## config.mk

```make
export PLATFORM = sky130hd
export DESIGN_NAME = instr_frame_deserializer
export DESIGN_NICKNAME = d
export VERILOG_FILES = /design/src/rtl/instr_frame_deserializer.sv
export SDC_FILE = /design/constraint.sdc
export NUM_CORES = 1
export LEC_CHECK = 0
export CORE_MARGIN = 4
export CORE_UTILIZATION = 52
export CTS_CLUSTER_DIAMETER = 30
export DETAILED_ROUTE_END_ITERATION = 8
export GPL_ROUTABILITY_DRIVEN = 0
export PLACE_DENSITY = 0.79
export RECOVER_POWER = 50
export SLEW_MARGIN = 20
export SYNTH_ARGS = -nofsm -noshare
export SYNTH_HDL_FRONTEND = slang
export SYNTH_SLANG_ARGS = --single-unit
```

## constraint.sdc

```tcl
create_clock -name clk -period 1.95 [get_ports clk]
set_input_delay 0.39 -clock clk [delete_from_list [all_inputs] [get_ports clk]]
set_output_delay 0.39 -clock clk [all_outputs]
set_load 0.05 [all_outputs]
```

## src/rtl/instr_frame_deserializer.sv

```systemverilog
// Rebuilds {opcode, address} words from an MSB-first byte stream and flags short/long frames.
// Word valid one cycle after the last byte; byte input stalls while a word waits for m_ready.
module instr_frame_deserializer #(
  parameter int OPCODE_W  = 16,
  parameter int ADDR_W    = 64,
  parameter int ERR_CNT_W = 8
) (
  input  logic                 clk,
  input  logic                 rst,
  input  logic [7:0]           s_data,
  input  logic                 s_valid,
  input  logic                 s_last,
  output logic                 s_ready,
  output logic [OPCODE_W-1:0]  m_opcode,
  output logic [ADDR_W-1:0]    m_address,
  output logic                 m_valid,
  input  logic                 m_ready,
  output logic                 frame_err,
  output logic [ERR_CNT_W-1:0] err_count
);

  localparam int W      = OPCODE_W + ADDR_W;
  localparam int NBYTES = W / 8;
  localparam int CNT_W  = (NBYTES > 1) ? $clog2(NBYTES) : 1;
  localparam logic [CNT_W-1:0] LAST_IDX = CNT_W'(NBYTES - 1);

  typedef enum logic [1:0] {COLLECT, FULL, DRAIN} state_t;

  state_t                state_q, state_d;
  logic [CNT_W-1:0]      cnt_q, cnt_d;
  // Only the first NBYTES-1 bytes need storing; the final byte is taken straight from s_data.
  logic [W-9:0]          shift_q, shift_d;
  logic [OPCODE_W-1:0]   opcode_q, opcode_d;
  logic [ADDR_W-1:0]     addr_q, addr_d;
  logic                  vld_q, vld_d;
  logic                  ferr_q, ferr_d;
  logic [ERR_CNT_W-1:0]  ecnt_q, ecnt_d;
  logic                  accept;
  logic                  err_hit;
  logic [W-1:0]          shifted;

  assign s_ready = (state_q != FULL);
  assign accept  = s_valid && s_ready;
  assign shifted = {shift_q, s_data};

  always_comb begin
    state_d  = state_q;
    cnt_d    = cnt_q;
    shift_d  = shift_q;
    opcode_d = opcode_q;
    addr_d   = addr_q;
    vld_d    = vld_q;
    ferr_d   = 1'b0;
    ecnt_d   = ecnt_q;
    err_hit  = 1'b0;
    case (state_q)
      COLLECT: begin
        if (accept) begin
          if (cnt_q == LAST_IDX) begin
            cnt_d   = '0;
            shift_d = '0;
            if (s_last) begin
              opcode_d = shifted[W-1 -: OPCODE_W];
              addr_d   = shifted[ADDR_W-1:0];
              vld_d    = 1'b1;
              state_d  = FULL;
            end else begin
              err_hit = 1'b1;
              state_d = DRAIN;
            end
          end else if (s_last) begin
            err_hit = 1'b1;
            cnt_d   = '0;
            shift_d = '0;
          end else begin
            cnt_d   = cnt_q + CNT_W'(1);
            shift_d = shifted[W-9:0];
          end
        end
      end
      FULL: begin
        if (m_ready) begin
          vld_d   = 1'b0;
          state_d = COLLECT;
        end
      end
      DRAIN: begin
        if (accept && s_last) state_d = COLLECT;
      end
      default: state_d = COLLECT;
    endcase
    if (err_hit) begin
      ferr_d = 1'b1;
      if (ecnt_q != '1) ecnt_d = ecnt_q + ERR_CNT_W'(1);
    end
  end

  always_ff @(posedge clk) begin
    if (rst) begin
      state_q  <= COLLECT;
      cnt_q    <= '0;
      shift_q  <= '0;
      opcode_q <= '0;
      addr_q   <= '0;
      vld_q    <= 1'b0;
      ferr_q   <= 1'b0;
      ecnt_q   <= '0;
    end else begin
      state_q  <= state_d;
      cnt_q    <= cnt_d;
      shift_q  <= shift_d;
      opcode_q <= opcode_d;
      addr_q   <= addr_d;
      vld_q    <= vld_d;
      ferr_q   <= ferr_d;
      ecnt_q   <= ecnt_d;
    end
  end

  assign m_opcode  = opcode_q;
  assign m_address = addr_q;
  assign m_valid   = vld_q;
  assign frame_err = ferr_q;
  assign err_count = ecnt_q;

endmodule
```

After elaboration in Yosys (flattened, before gate mapping)
Cells that the tools add are included.

storage, ports and cells
  bits in registers = 168
  word-level logic and storage cells = 50

operators by class
  add/sub/neg operators = 2
  equal/unequal tests = 10
  multiplexer cells = 21
  reductions and logical operators = 9

operators with widths
  kind                 number
  $mux 72              2
  $mux 1               10
  $mux 2               5
  $ne 2x2->1 const B   5
  $add 8x1->8 const B  1
  $mux 4               2
  $ne 8x8->1 const B   1
  $reduce_and 4->1     2
  $pmux 2 s3           1
  $reduce_and 5->1     1
  $add 4x1->4 const B  1
  $eq 4x4->1 const B   1
  $reduce_and 2->1     2
  $eq 2x1->1 const B   1
  $eq 2x2->1 const B   1
  $logic_and 1x1->1    2
  $logic_not 2->1      1
  $ne 2x1->1 const B   1
  $pmux 1 s2           1
  $reduce_bool 2->1    1

Logic depth before layout (Yosys ltp)
Gate-level depths: netlist of run 1.

  word-level depth = 5
  mapped depth = 9

Worst setup path before layout of run 1
Ideal clock, no wire load.

  path type = register -> register
  start point = register ecnt_q[1] (netlist: err_count[1])
  end point = register ecnt_q[6] (netlist: err_count[6])
  library setup time = 119 ps
  arrival time = 1726 ps
  data required time = 1831 ps
  path slack = 105 ps
  stages on the path, launching flop included = 5
  buffers on the path = 0
  period minus slack after synthesis = 1845 ps
  path through = dfxtp_1 > ha_1 > nand2_1 > or4_1 > o221a_2

between the ends
  cells in the longest elaborated chain, start to end = 2

RTL lines
  element                                              line  source
  start, declared                                      37    logic [ERR_CNT_W-1:0] ecnt_q, ecnt_d;
  start signal, assigned                               116   ecnt_q <= ecnt_d;
  branches (longest 2 deep; another with $add 8x1->8)  -

Parallel ways; which one is timed is not known.
A chain may end at the register's enable or synchronous reset.

Worst setup path in the final report of run 1
  start point = register cnt_q[1]
  end point = register ecnt_q[5] (netlist: err_count[5])

between the ends
  cells in the longest elaborated chain, start to end = 5

RTL lines
  element                            line  source
  start, declared                    30    logic [CNT_W-1:0] cnt_q, cnt_d;
  start signal, assigned             110   cnt_q <= cnt_d;
  $eq 4x4->1                         59    if (cnt_q == LAST_IDX) begin
  $mux 1                             59
  $mux 1                             58    if (accept) begin
  $mux 1                             56    case (state_q)
  $reduce_and 2->1 (no source line)  -

No other way between the ends.

==> results of run 1 <==
layout make-up:
class                      instances  area [sq um]
tap                              140           175
clock buffer                      18           429
multi-input combinational        519          2350
fill                             931          3450
clock inverter                    14           136
inverter                           5          18.8
timing repair buffer             124          1110
sequential                       168          3360
critical path, delay by kind of cell (launching register included):
family / cells / cell delay (ns)
buffers and inverters: 2 / 0.24
adder cells (fa/ha/maj): 1 / 0.17
flip-flops: 1 / 0.38
multiplexers: 1 / 0.23
AO/OA/AOI/OAI: 2 / 0.53
AND/OR/NAND/NOR: 1 / 0.20
per-stage QoR:
step / util (%) / hold slack [ns] / std cells
global route: 68.8 / 0.244 / 988
detailed placement: 65.0 / 0.445 / 956
floorplan: - / 0.432 / 745
CTS: 69.2 / 0.238 / 988
global placement: 65.0 / 0.435 / 956
finish: 68.8 / 0.267 / 988
how the worst min path moves through the flow:
| stage | start | end | cells past startpoint |
|---|---|---|---|
| floorplan | shift_q[66]$_SDFFE_PP0P_ | m_opcode[10]$_SDFFE_PP0P_ | 2 |
| global placement | shift_q[68]$_SDFFE_PP0P_ | m_opcode[12]$_SDFFE_PP0P_ | 2 |
| detailed placement | m_address[62]$_SDFFE_PP0P_ | m_address[62]$_SDFFE_PP0P_ | 2 |
| CTS | rst | m_opcode[3]$_SDFFE_PP0P_ | 2 |
| global route | rst | m_opcode[8]$_SDFFE_PP0P_ | 2 |
| finish | rst | m_opcode[1]$_SDFFE_PP0P_ | 2 |
flip-flops by register name, summed over array words and instances, names as in the netlist:
name and count:
cnt_q 4, err_count 8, frame_err 1, m_address 64, m_opcode 16, m_valid 1
shift_q 72, state_q 2
routing by layer:
metal	share of wire, %	up-vias
met5	0	-
met4	1.1	0
met3	4.5	18
met2	52	124
met1	43	2415
li1	-	2613
layout by cell type (no fill, tap or decap), types with 2 or more instances in the layout:
master	n
clkdlybuf4s50_1	11
clkbuf_2	3
a21oi_1	160
o41ai_1	2
nand3_1	4
clkbuf_16	17
clkinvlp_4	3
xor2_1	2
clkbuf_1	10
inv_1	5
nand2b_1	2
ha_1	3
buf_4	15
o31ai_1	3
o221a_2	2
nor2_1	7
inv_6	8
dfxtp_1	168
nand4_1	2
nand2_1	309
or3_1	2
buf_12	8
dlygate4sd2_1	77
or4_1	5
cells in the mapped netlist (2+ instances only):
| master | count |
|---|---|
| buf_4 | 2 |
| inv_1 | 5 |
| or4_1 | 5 |
| ha_1 | 3 |
| o31ai_1 | 3 |
| nand4_1 | 2 |
| clkbuf_1 | 32 |
| nand2b_1 | 2 |
| xor2_1 | 2 |
| o21ai_0 | 2 |
| or3_1 | 2 |
| o41ai_1 | 2 |
| nor2_1 | 7 |
| o221a_2 | 2 |
| nand3_1 | 5 |
| buf_2 | 19 |
| nand2_1 | 310 |
| dfxtp_1 | 168 |
| a21oi_1 | 160 |
report_power, final:
part           total [W]  leakage (nW)  switching, W  internal [W]
logic           0.000237          1.27      0.000156     0.0000810
clock network    0.00321         0.270       0.00142       0.00179
registers        0.00347          1.35     0.0000180       0.00345
total            0.00691          2.89       0.00159       0.00532
cells by family after synthesis:
kind of cell | after synthesis | share of synthesized area (%)
AO/OA/AOI/OAI | 171 | 15.0
multiplexers | 2 | 0.400
XOR/XNOR | 3 | 0.442
flip-flops | 168 | 56.5
adder cells (fa/ha/maj) | 3 | 0.631
AND/OR/NAND/NOR | 340 | 22.8
buffers and inverters | 58 | 4.19
repair_timing:
| action | 4_1_cts | 5_1_grt |
|---|---|---|
| setup buffers | 0 | 0 |
| endpoints found under the setup margin | 77 | 6 |
| pin swaps | 0 | 0 |
| gates resized for setup | 77 | 5 |
==> qor.csv, run 1 <==
stage,metric,value,unit
run_status,status,finished clean,
global_routing,vias in the first global route,5084,
sta,Slew HR,59.9,%
floorplanning,die area,13200,sq um
worst_hold_path,Hold Crit Class,input port to register,
setup_path,CP max stage cell,o41ai_1,
clocking,Bufs on Longest Clock Path,2,
global_routing,initial antenna violation count,0,
placement,dpl ws,-0.210,ns
clocking,Sink Count,168,
routing,Residual DRC,0,
synthesis,Netlist cell types,31,
clocking,CTS tree,yes,
floorplanning,die width,115,microns
synthesis,Yosys top cell by area,dfxtp_1,
clocking,htree depth,4,
routing,DR WL/cell,14.2,microns
floorplanning,Core Box Area,11000,sq um
cells_and_area,ant diodes,0,
synthesis,Synth top area share,56.5,%
sta,setup ws final,0.0780,ns
setup_path,critical path class,register to register,
synthesis,ys async rst share,0,%
placement,DP HPWL,9.24,mm
sta,pins over their slew limit,0,
clocking,"Clk Latency, worst-skew pair",0.42,ns
global_routing,grt met2 use,38.5,%
setup_path,critical path cell sequence,inv_1 > ha_1 > and3b_1 > mux2i_2 > buf_4 > o41ai_1 > a21oi_1,
synthesis,top post-synthesis cells by area,"dfxtp_1 57%, nand2_1 20%, a21oi_1 13%",
floorplanning,I/O pins,104,
global_routing,met1 Track Usage GR,26.7,%
global_routing,overall global routing resource usage,22.1,%
setup_path,CP required,2.24,ns
sta,Clock Skew,0.0156,ns
setup_path,Critical path origin,cnt_q[1]$_SDFFE_PP0P_,
cells_and_area,area added between synthesis and finish,27.5,%
clocking,CTS root buf,clkbuf_16,
synthesis,Post-synth top flop,dfxtp_1,
job,Max Cap Viol,0,
sta,fin crit share,96.0,%
placement,dpl cell area,7170,sq um
setup_path,R2R Path Start,cnt_q[1]$_SDFFE_PP0P_,
clocking,cts hold-fix bufs,0,
power,Power Dens Cells,911,nW/um^2
sta,setup tns final,0,ns
global_routing,first-pass GRT wire length,23.6,mm
setup_path,r2r worst-path depth,7,
clocking,clock slew at reported path FFs,0.07,ns
floorplanning,Initial Util,53.9,%
sta,final hold violation count,0,
global_routing,total global routing overflow,0,
synthesis,sequential share of the synthesized area,56.5,%
floorplanning,row cnt,38,
power,VDD IR-drop max,0.000517,V
global_routing,busiest layer in global routing,met2,
global_routing,met3 Resource Use GR,5.26,%
setup_path,crit-path max cell delay,0.42,ns
synthesis,Post-Synthesis Cells,745,
setup_path,CP Capture Type,register,
routing,final WL,14.0,mm
sta,min cycle time layout,1.87,ns
sta,Max Fclk,534,MHz
setup_path,crit-path max FO,10,
power,leakage,2.89,nW
synthesis,Synth Net Count,761,
synthesis,Syn Area/Cell,7.98,sq um
routing,drt first-iter violations,273,
placement,port bufs,103,
synthesis,Post-synth EDFFs,0,
global_routing,largest net degree at the start of global routing,82,
cells_and_area,Final #Nets,851,
power,final total power,0.00691,W
cells_and_area,post-route cell area,7580,sq um
routing,Pre-Repair DR Iteration Count,5,
routing,drt via density,5.23,
setup_path,arrival time at the worst endpoint,2.17,ns
setup_path,CP Capture Point,err_count[5]$_SDFFE_PP0P_,
setup_path,Critical Path Source Type,register,
floorplanning,Die Y,115,microns
synthesis,YS warnings,0,
synthesis,Syn Std Cell Area,5950,sq um
setup_path,r2r setup slk,0.08,ns
sta,RSZ-0062 raised after global routing,yes,
routing,Via Count,5170,
synthesis,Synth Register Bits,168,
sta,measured slew at the worst slew-check pin,0.604,ns
clocking,clock buffers created by TritonCTS,17,
routing,Final ANT Viol Nets,0,
setup_path,RR Endpoint,err_count[5]$_SDFFE_PP0P_,
cells_and_area,layout cell share with drive strength beyond 1,7.90,%
sta,final setup vio count,0,
(Power assumes the default switching activity.)
==> run 2: changes to the inputs <==
CORE_MARGIN = not set   (was 4)
==> qor.csv, run 2 (synthesized netlist as in run 1, its figures left out) <==
stage,metric,value,unit,change
sta,Slew HR,56.7,%,was 59.9%
routing,Via Count,5353,,was 5170
sta,Max Fclk,523,MHz,was 534 MHz
placement,dpl cells,953,,was 956
cells_and_area,area added between synthesis and finish,29.4,%,was 27.5%
floorplanning,I/O pins,104,,unchanged
floorplanning,Core Box Area,11000,sq um,about the same
global_routing,grt met2 use,44.7,%,was 38.5%
global_routing,initial antenna violation count,0,,unchanged
power,Internal,0.00609,W,was 0.00532 W
setup_path,crit-path max cell delay,0.80,ns,was 0.42 ns
setup_path,arrival time at the worst endpoint,1.52,ns,was 2.17 ns
cells_and_area,# fillers,859,,was 931
routing,final WL,14.2,mm,was 14.0 mm
cells_and_area,Final #Nets,849,,was 851
power,P_sw,0.00150,W,was 0.00159 W
clocking,"Clk Latency, worst-skew pair",0.42,ns,about the same
sta,final setup vio count,0,,unchanged
setup_path,CP max stage cell,clkdlybuf4s50_1,,was o41ai_1
cells_and_area,most frequent cells in the layout,"310 x nand2_1, 167 x dfxtp_1, 160 x a21oi_1",,"was 309 x nand2_1, 168 x dfxtp_1, 160 x a21oi_1"
clocking,Bufs on Longest Clock Path,2,,unchanged
power,switching portion of total power,19.8,%,was 23.1%
power,VDD IR-drop max,0.000796,V,was 0.000517 V
cells_and_area,footprint of the multi-input gates,2350,sq um,about the same
sta,final hold violation count,0,,unchanged
global_routing,met3 Resource Use GR,6.34,%,was 5.26%
global_routing,vias in the first global route,5208,,was 5084
sta,pins over their slew limit,0,,unchanged
global_routing,total global routing overflow,0,,unchanged
power,Flop pwr share,45.7,%,was 50.2%
worst_hold_path,Hold Crit Class,input port to register,,unchanged
clocking,Sink Count,168,,unchanged
cells_and_area,register name with the most flops,shift_q,,unchanged
job,Max Cap Viol,0,,unchanged
cells_and_area,post-route cell area,7700,sq um,was 7580 sq um
floorplanning,Initial Util,54.2,%,was 53.9%
worst_hold_path,hold_sp,rst,,unchanged
setup_path,CP Capture Type,output pin,,was register
run_status,status,finished clean,,unchanged
setup_path,CP required,1.56,ns,was 2.24 ns
routing,drt first-iter violations,310,,was 273
sta,fin crit share,98.1,%,was 96.0%
clocking,CTS tree,yes,,unchanged
cells_and_area,layout cell share with drive strength beyond 1,7.10,%,was 7.90%
global_routing,largest net degree at the start of global routing,90,,was 82
cells_and_area,Largest register FFs,72,,unchanged
placement,dpl cell area,7210,sq um,was 7170 sq um
setup_path,R2R Path Start,cnt_q[1]$_SDFFE_PP0P_,,unchanged
routing,Residual DRC,0,,unchanged
clocking,clock slew at reported path FFs,0.06,ns,was 0.07 ns
cells_and_area,"commonest non-fill, non-tap cell in the layout",nand2_1,,unchanged
cells_and_area,final core occ,70.1,%,was 68.8%
setup_path,crit-path max FO,1,,was 10
cells_and_area,Layout Cells excl Fill,985,,was 988
global_routing,first-pass GRT wire length,23.5,mm,was 23.6 mm
floorplanning,die width,109,microns,was 115 microns
setup_path,family with the most delay on the worst path,buffers and inverters,,was compound AO/OA/AOI/OAI gates
floorplanning,Die Y,109,microns,was 115 microns
sta,RSZ-0062 raised after global routing,no,,was yes
placement,DP HPWL,8.82,mm,was 9.24 mm
power,clock network power share,51.0,%,was 46.4%
clocking,CTS root buf,clkbuf_16,,unchanged
cells_and_area,Seq. cell area,3360,sq um,about the same
routing,DR WL/cell,14.4,microns,was 14.2 microns
sta,Clock Skew,0.00562,ns,was 0.0156 ns
floorplanning,die area,11900,sq um,was 13200 sq um
clocking,cts hold-fix bufs,0,,unchanged
power,Comb pwr share,3.3,%,was 3.4%
setup_path,worst path bufs/invs,1,,was 2
sta,measured slew at the worst slew-check pin,0.653,ns,was 0.604 ns
global_routing,met1 Track Usage GR,29.1,%,was 26.7%
setup_path,Critical path origin,frame_err$_SDFF_PP0_,,was cnt_q[1]$_SDFFE_PP0P_
floorplanning,row cnt,38,,unchanged
placement,port bufs,103,,unchanged
power,Power Dens Cells,986,nW/um^2,was 911 nW/um^2
clocking,clock buffers created by TritonCTS,17,,unchanged
routing,Pre-Repair DR Iteration Count,8,,was 5
sta,min cycle time layout,1.91,ns,was 1.87 ns
power,leakage,2.91,nW,was 2.89 nW
global_routing,overall global routing resource usage,25.4,%,was 22.1%
routing,Final ANT Viol Nets,0,,unchanged
setup_path,critical path class,register to output pin,,was register to register
global_routing,busiest layer in global routing,met2,,unchanged
clocking,htree depth,4,,unchanged
setup_path,critical path cell sequence,clkdlybuf4s50_1,,was inv_1 > ha_1 > and3b_1 > mux2i_2 > buf_4 > o41ai_1 > a21oi_1
cells_and_area,ant diodes,0,,unchanged
routing,drt via density,5.43,,was 5.23
setup_path,Critical Path Source Type,register,,unchanged
## run 2: cell types whose count changed in the layout (fill, tap and decap cells not counted), moves of 2 or more
cell,previous run,this run
inv_6,8,0
buf_4,15,9
bufinv_16,1,7
clkbuf_1,10,14
clkbuf_2,3,0
dlygate4sd2_1,77,75
## run 2: through the flow
| step | total power [W] | setup WS (ns) | hold WS (ns) | TNS [ns] |
|---|---|---|---|---|
| floorplan | 0.00368 | 0.105 | 0.432 | 0 |
| global placement | 0.00379 | -0.0825 | 0.441 | -3.91 |
| detailed placement | 0.00380 | -0.176 | 0.446 | -9.67 |
| CTS | 0.00761 | 0.000645 | 0.411 | 0 |
| global route | 0.00778 | 0.00205 | 0.411 | 0 |
| finish | 0.00759 | 0.0370 | 0.410 | 0 |
## run 2: layout make-up
cell class                 instances  area share (%)
clock buffer                      18            5.70
clock inverter                    13            3.25
inverter                           5           0.244
multi-input combinational        519            30.6
sequential                       168            43.7
tap                              140            2.28
timing repair buffer             122            14.3
## run 2: path summary, 6_finish.rpt
path,slack (ns),end,cells after the start
max,0.04,frame_err,1
min,0.41,err_count[6]$_SDFFE_PP0P_,3
max reg2reg,0.12,err_count[3]$_SDFFE_PP0P_,6
min reg2reg,0.45,m_address[45]$_SDFFE_PP0P_,2
## run 2: per-layer routing
layer	up-vias	share of wire [%]
li1	2601	-
met1	2530	42
met3	43	4.9
met5	-	0
met4	0	2.6
met2	179	51
## run 2: power groups by stage
| stage | registers, W | logic, W | clock network (W) |
|---|---|---|---|
| floorplan | 0.00355 | 0.000133 | 0 |
| global placement | 0.00354 | 0.000245 | 0 |
| detailed placement | 0.00354 | 0.000251 | 0 |
| CTS | 0.00347 | 0.000256 | 0.00389 |
| global route | 0.00347 | 0.000267 | 0.00404 |
| finish | 0.00347 | 0.000248 | 0.00387 |
## run 2: what timing repair did
| action | CTS | global route |
|---|---|---|
| pin swaps | 0 | 0 |
| resized for setup | 77 | 10 |
| setup buffers | 0 | 1 |
| setup endpoints to repair | 79 | 15 |
